File: src/rtl/sampled_mon_pkg.sv
// Shared types and default parameter values for sampled_edge_monitor.
// FSM state encoding lives here so checkers can decode it.
package sampled_mon_pkg;

  typedef enum logic [1:0] {
    INIT  = 2'd0,
    TRACK = 2'd1,
    STUCK = 2'd2
  } mon_state_e;

  localparam int DEF_WIDTH       = 1;
  localparam int DEF_CNT_W       = 16;
  localparam int DEF_STALL_LIMIT = 4;
  localparam int DEF_PAST_DEPTH  = 4;

endpackage

File: src/rtl/sampled_edge_monitor_sat_counter.sv
// Saturating up-counter: increments on inc, holds at all-ones, clr has priority.
// Latency 1; no backpressure.
module sat_counter #(
  parameter int W = 4
) (
  input  logic         clk,
  input  logic         inc,
  input  logic         clr,
  output logic [W-1:0] q
);

  always_ff @(posedge clk) begin
    if (clr) begin
      q <= '0;
    end else if (inc && (q != '1)) begin
      q <= q + 1'b1;
    end
  end

endmodule

File: src/rtl/sampled_edge_monitor.sv
// Registered rose/fell/stable flags, saturating toggle count and stuck detector on sampled din.
// Latency 1 enabled sample; en=0 freezes state. Optional past_q history under `PAST_HISTORY_EN.
module sampled_edge_monitor
  import sampled_mon_pkg::*;
#(
  parameter int WIDTH       = DEF_WIDTH,
  parameter int CNT_W       = DEF_CNT_W,
  parameter int STALL_LIMIT = DEF_STALL_LIMIT,
  parameter int PAST_DEPTH  = DEF_PAST_DEPTH
) (
  input  logic             clk,
  input  logic             rst,
  input  logic             en,
  input  logic             clr_cnt,
  input  logic [WIDTH-1:0] din,
  output logic [WIDTH-1:0] rose,
  output logic [WIDTH-1:0] fell,
  output logic             stable,
  output logic [CNT_W-1:0] toggle_cnt,
  output logic             stuck,
  output logic [WIDTH-1:0] past_q
);

  localparam int               RUN_W   = $clog2(STALL_LIMIT + 1);
  localparam logic [RUN_W-1:0] RUN_MAX = RUN_W'(STALL_LIMIT);
  localparam logic [RUN_W-1:0] RUN_PRE = RUN_W'(STALL_LIMIT - 1);

  mon_state_e       state;
  logic [WIDTH-1:0] prev;
  logic [RUN_W-1:0] run;
  logic             cmp;
  logic             changed;
  logic             tog_inc;
  logic             run_inc;
  logic             run_clr;

  // A compare only exists once a previous enabled sample has been captured.
  assign cmp     = en && (state != INIT);
  assign changed = (din != prev);
  assign tog_inc = cmp && changed;
  assign run_inc = cmp && !changed && (run != RUN_MAX);
  assign run_clr = rst || (cmp && changed);

  sat_counter #(.W(CNT_W)) u_toggle_cnt (
    .clk (clk),
    .inc (tog_inc),
    .clr (rst || clr_cnt),
    .q   (toggle_cnt)
  );

  sat_counter #(.W(RUN_W)) u_run_cnt (
    .clk (clk),
    .inc (run_inc),
    .clr (run_clr),
    .q   (run)
  );

  always_ff @(posedge clk) begin
    if (rst) begin
      state  <= INIT;
      prev   <= '0;
      rose   <= '0;
      fell   <= '0;
      stable <= 1'b0;
      stuck  <= 1'b0;
    end else if (!en) begin
      rose   <= '0;
      fell   <= '0;
      stable <= 1'b0;
    end else begin
      prev <= din;
      case (state)
        INIT: begin
          state  <= TRACK;
          rose   <= '0;
          fell   <= '0;
          stable <= 1'b0;
        end
        default: begin
          rose   <= din & ~prev;
          fell   <= ~din & prev;
          stable <= !changed;
          if (changed) begin
            state <= TRACK;
            stuck <= 1'b0;
          end else if ((state == TRACK) && (run == RUN_PRE)) begin
            // run reaches STALL_LIMIT on this same update
            state <= STUCK;
            stuck <= 1'b1;
          end
        end
      endcase
    end
  end

`ifdef PAST_HISTORY_EN
  logic [WIDTH-1:0] hist [PAST_DEPTH];

  always_ff @(posedge clk) begin
    if (rst) begin
      for (int i = 0; i < PAST_DEPTH; i++) hist[i] <= '0;
    end else if (en) begin
      hist[0] <= din;
      for (int i = 1; i < PAST_DEPTH; i++) hist[i] <= hist[i-1];
    end
  end

  assign past_q = hist[PAST_DEPTH-1];
`else
  assign past_q = '0;
`endif

endmodule

File: config.mk
export PLATFORM = sky130hd
export DESIGN_NAME = sampled_edge_monitor
export DESIGN_NICKNAME = d
export VERILOG_FILES = /design/src/rtl/sampled_mon_pkg.sv /design/src/rtl/sampled_edge_monitor_sat_counter.sv /design/src/rtl/sampled_edge_monitor.sv
export SDC_FILE = /design/constraint.sdc
export NUM_CORES = 1
export LEC_CHECK = 0
export BUFFER_PORTS_ARGS = -buffer_cell sky130_fd_sc_hd__buf_2
export CORE_MARGIN = 2
export CORE_UTILIZATION = 57
export CTS_CLUSTER_SIZE = 12
export DETAILED_ROUTE_END_ITERATION = 16
export PLACE_DENSITY_LB_ADDON = 0.1
export SYNTH_ARGS = -nofsm -noshare
export SYNTH_HDL_FRONTEND = slang
export SYNTH_SLANG_ARGS = --single-unit
File: constraint.sdc
create_clock -name clk -period 2.95 [get_ports clk]
set_clock_uncertainty 0.2 [all_clocks]
set_input_delay 0.59 -clock clk [delete_from_list [all_inputs] [get_ports clk]]
set_output_delay 0.59 -clock clk [all_outputs]
set_load 0.005 [all_outputs]
==> flow_summary.json <==
{
  "worst-path-buf-inv": 0,
  "cts_resized": 0,
  "grt_pass1_vias": 1130,
  "cp_data_required_time_ps": 2970,
  "start_util": 0.590,
  "p_switching_uw": 143,
  "period_minus_slack_ps": 2130,
  "gp_congestion": 0.790,
  "relSlewSlack": 0.560,
  "grt_usage": 0.233,
  "drt-total-wl_um": 2950,
  "pwr-share-comb": 0.069,
  "setup_tns_ps": 0,
  "status": "finished clean",
  "worst_pin_slew_ps": 655,
  "drt_iter0_markers": 43,
  "syn-num-nets": 170,
  "via_count": 1290,
  "die_y_um": 53.9,
  "final_max_slew_viol_count": 0,
  "numCtsBuffers": 3,
  "core_area_um2": 2410,
  "synth_area_um2": 1420,
  "synthCells": 158,
  "cts_tree": "yes",
  "maxCapViolCount": 0,
  "die_area_um2": 2910,
  "final_common_cell": "dfxtp_1",
  "place_area_um2": 1560,
  "avgRoutedWirePerCell_um": 13.9,
  "min_period_over_period": 0.721,
  "firstDrtPassIters": 4,
  "internal_power_uw": 509,
  "grt_pass1_wl_um": 4920,
  "ys_async_sr_fraction": 0,
  "finalSetupViolCount": 0,
  "end_kind": "register",
  "clkLatencyLatePin_ps": 330,
  "antenna_found_initial": 0,
  "min_path_type": "reg2reg",
  "ios": 26,
  "ir_drop_mv": 0.281,
  "crit_type": "reg2reg",
  "cts_buffer_depth": 2,
  "rows": 18,
  "diodes": 0,
  "crit_family": "simple AND/OR/NAND/NOR gates",
  "cp.arrival_ps": 2140,
  "yosysSeqAreaShare": 0.366,
  "areaGrowthSynthToFinish_pct": 13.4,
  "grt_overflow_total": 0,
  "leakagePower_nw": 0.705,
  "fin_area_um2": 1610,
  "cp_cell_sequence": "ha_1, nand3_2, nor4_4, nor4b_1, mux2i_1",
  "drcViolationCount": 0,
  "fin_hold_ws_ps": 299,
  "synth_warnings": 0,
  "crit_path_max_incr_delay_ps": 670,
  "dp_hpwl_um": 2220,
  "port_buffers": 24,
  "power_density_nw_per_um2": 405,
  "routed_via_density": 6.08,
  "path_max_fanout": 14,
  "cts_sinks": 26,
  "critPathSlowestCell": "nor4_4",
  "cp-start-kind": "register",
  "final_util": 0.669,
  "synth.distinct_cells": 50,
  "p_sw_frac": 0.220,
  "clkTransAtPathRegs_ps": 140,
  "rsz0062_at_grt": "no",
  "finalPower_uw": 652,
  "final_cell_mix": "dfxtp_1, buf_2, inv_1, nand2_1, nor2_1",
  "htreeDepth": 1,
  "grt_max_degree": 16,
  "syn_area_per_cell_um2": 9.00,
  "nFillCells": 203,
  "synth_enable_flop_cells": 0,
  "chipWidth_um": 53.9,
  "ctsHoldBuffers": 0,
  "synth-seq-cells": 26,
  "ant_nets": 0,
  "cts_root_buffer": "clkbuf_4",
  "fmax_mhz": 470,
  "post_cts.repair.setup_buffers": 0,
  "drive_gt1_frac": 0.225,
  "nets": 195,
  "p_clk_frac": 0.380,
  "finalHoldViolCount": 0,
  "p_seq_frac": 0.551,
  "synth_ff_type": "dfxtp_1"
}
-- sequential cells by signal (all words and copies together) (netlist names) --
signal / cells
prev: 1
rose: 1
state: 2
stable: 1
u_run_cnt.q: 3
fell: 1
u_toggle_cnt.q: 16
stuck: 1
-- final cells by class --
type / count / area, um2 / share of cell area
Multi-Input combinational cell: 115 / 828 / 0.514
Sequential cell: 26 / 520 / 0.323
Timing Repair Buffer: 25 / 128 / 0.0792
Inverter: 12 / 45.0 / 0.0280
Tap cell: 30 / 37.5 / 0.0233
Clock inverter: 1 / 30.0 / 0.0186
Clock buffer: 3 / 22.5 / 0.0140
-- cells in the mapped netlist, types with 3 or more instances --
library cell,number,area [um2]
dfxtp_1,26,521
and2_1,3,18.8
or3_1,5,31.3
ha_1,7,87.6
nand4_1,4,25.0
a21oi_1,9,45.0
inv_1,11,41.3
or4_1,4,30.0
o31ai_1,3,22.5
nor2_1,10,37.5
nor3_1,5,25.0
nand3_1,9,45.0
mux2i_1,5,50.1
a41o_1,3,30.0
nand2_1,10,37.5
-- through the flow --
stage | instances | worst slack (ps)
6_report | 212 | 824
5_1_grt | 212 | 673
4_1_cts | 212 | 833
3_5_place_dp | 208 | 550
3_3_place_gp | 208 | 612
2_1_floorplan | 158 | 836
-- cell families (layout without fill, tap and decap cells) --
| group | Yosys count | in the layout | synth area share |
|---|---|---|---|
| multiplexers | 5 | 5 | 0.0352 |
| buffers and inverters | 17 | 41 | 0.0510 |
| flip-flops | 26 | 26 | 0.366 |
| AND/OR/NAND/NOR | 67 | 67 | 0.296 |
| XOR/XNOR | 1 | 1 | 0.00616 |
| adder cells (fa/ha/maj) | 7 | 7 | 0.0616 |
| AO/OA/AOI/OAI | 34 | 34 | 0.181 |
| other | 1 | 1 | 0.00264 |
-- worst paths after layout --
kind         slack (ps)  depth (start not counted)                              end                      startpoint
max                 820                          5  u_toggle_cnt.q[11]$_SDFFE_PP0P_  u_toggle_cnt.q[0]$_SDFFE_PP0P_
min                 300                          2               stuck$_SDFFE_PP0P_              stuck$_SDFFE_PP0P_
max reg2reg         820                          5  u_toggle_cnt.q[11]$_SDFFE_PP0P_  u_toggle_cnt.q[0]$_SDFFE_PP0P_
min reg2reg         300                          2               stuck$_SDFFE_PP0P_              stuck$_SDFFE_PP0P_
-- layer usage --
layer  GRT usage  part of all wire
met1       0.314              0.45
met4      0.0769            0.0098
met2       0.378              0.48
met3      0.0333             0.063
met5           0                 0
-- worst reg2reg max path, delay by kind of cell (launching register included) --
family / cells / cell delay, ps
adders and majority gates: 1 / 230
DFF: 1 / 460
muxes: 1 / 160
and+or+nand+nor: 3 / 990
-- power by group through the flow --
stage          clock network, mW  logic [mW]  registers, mW
6_report                   0.247      0.0453          0.359
5_1_grt                    0.266      0.0509          0.360
4_1_cts                    0.252      0.0452          0.359
3_5_place_dp                   0      0.0451          0.367
3_3_place_gp                   0      0.0428          0.367
2_1_floorplan                  0      0.0313          0.366
(Power assumes the default switching activity.)
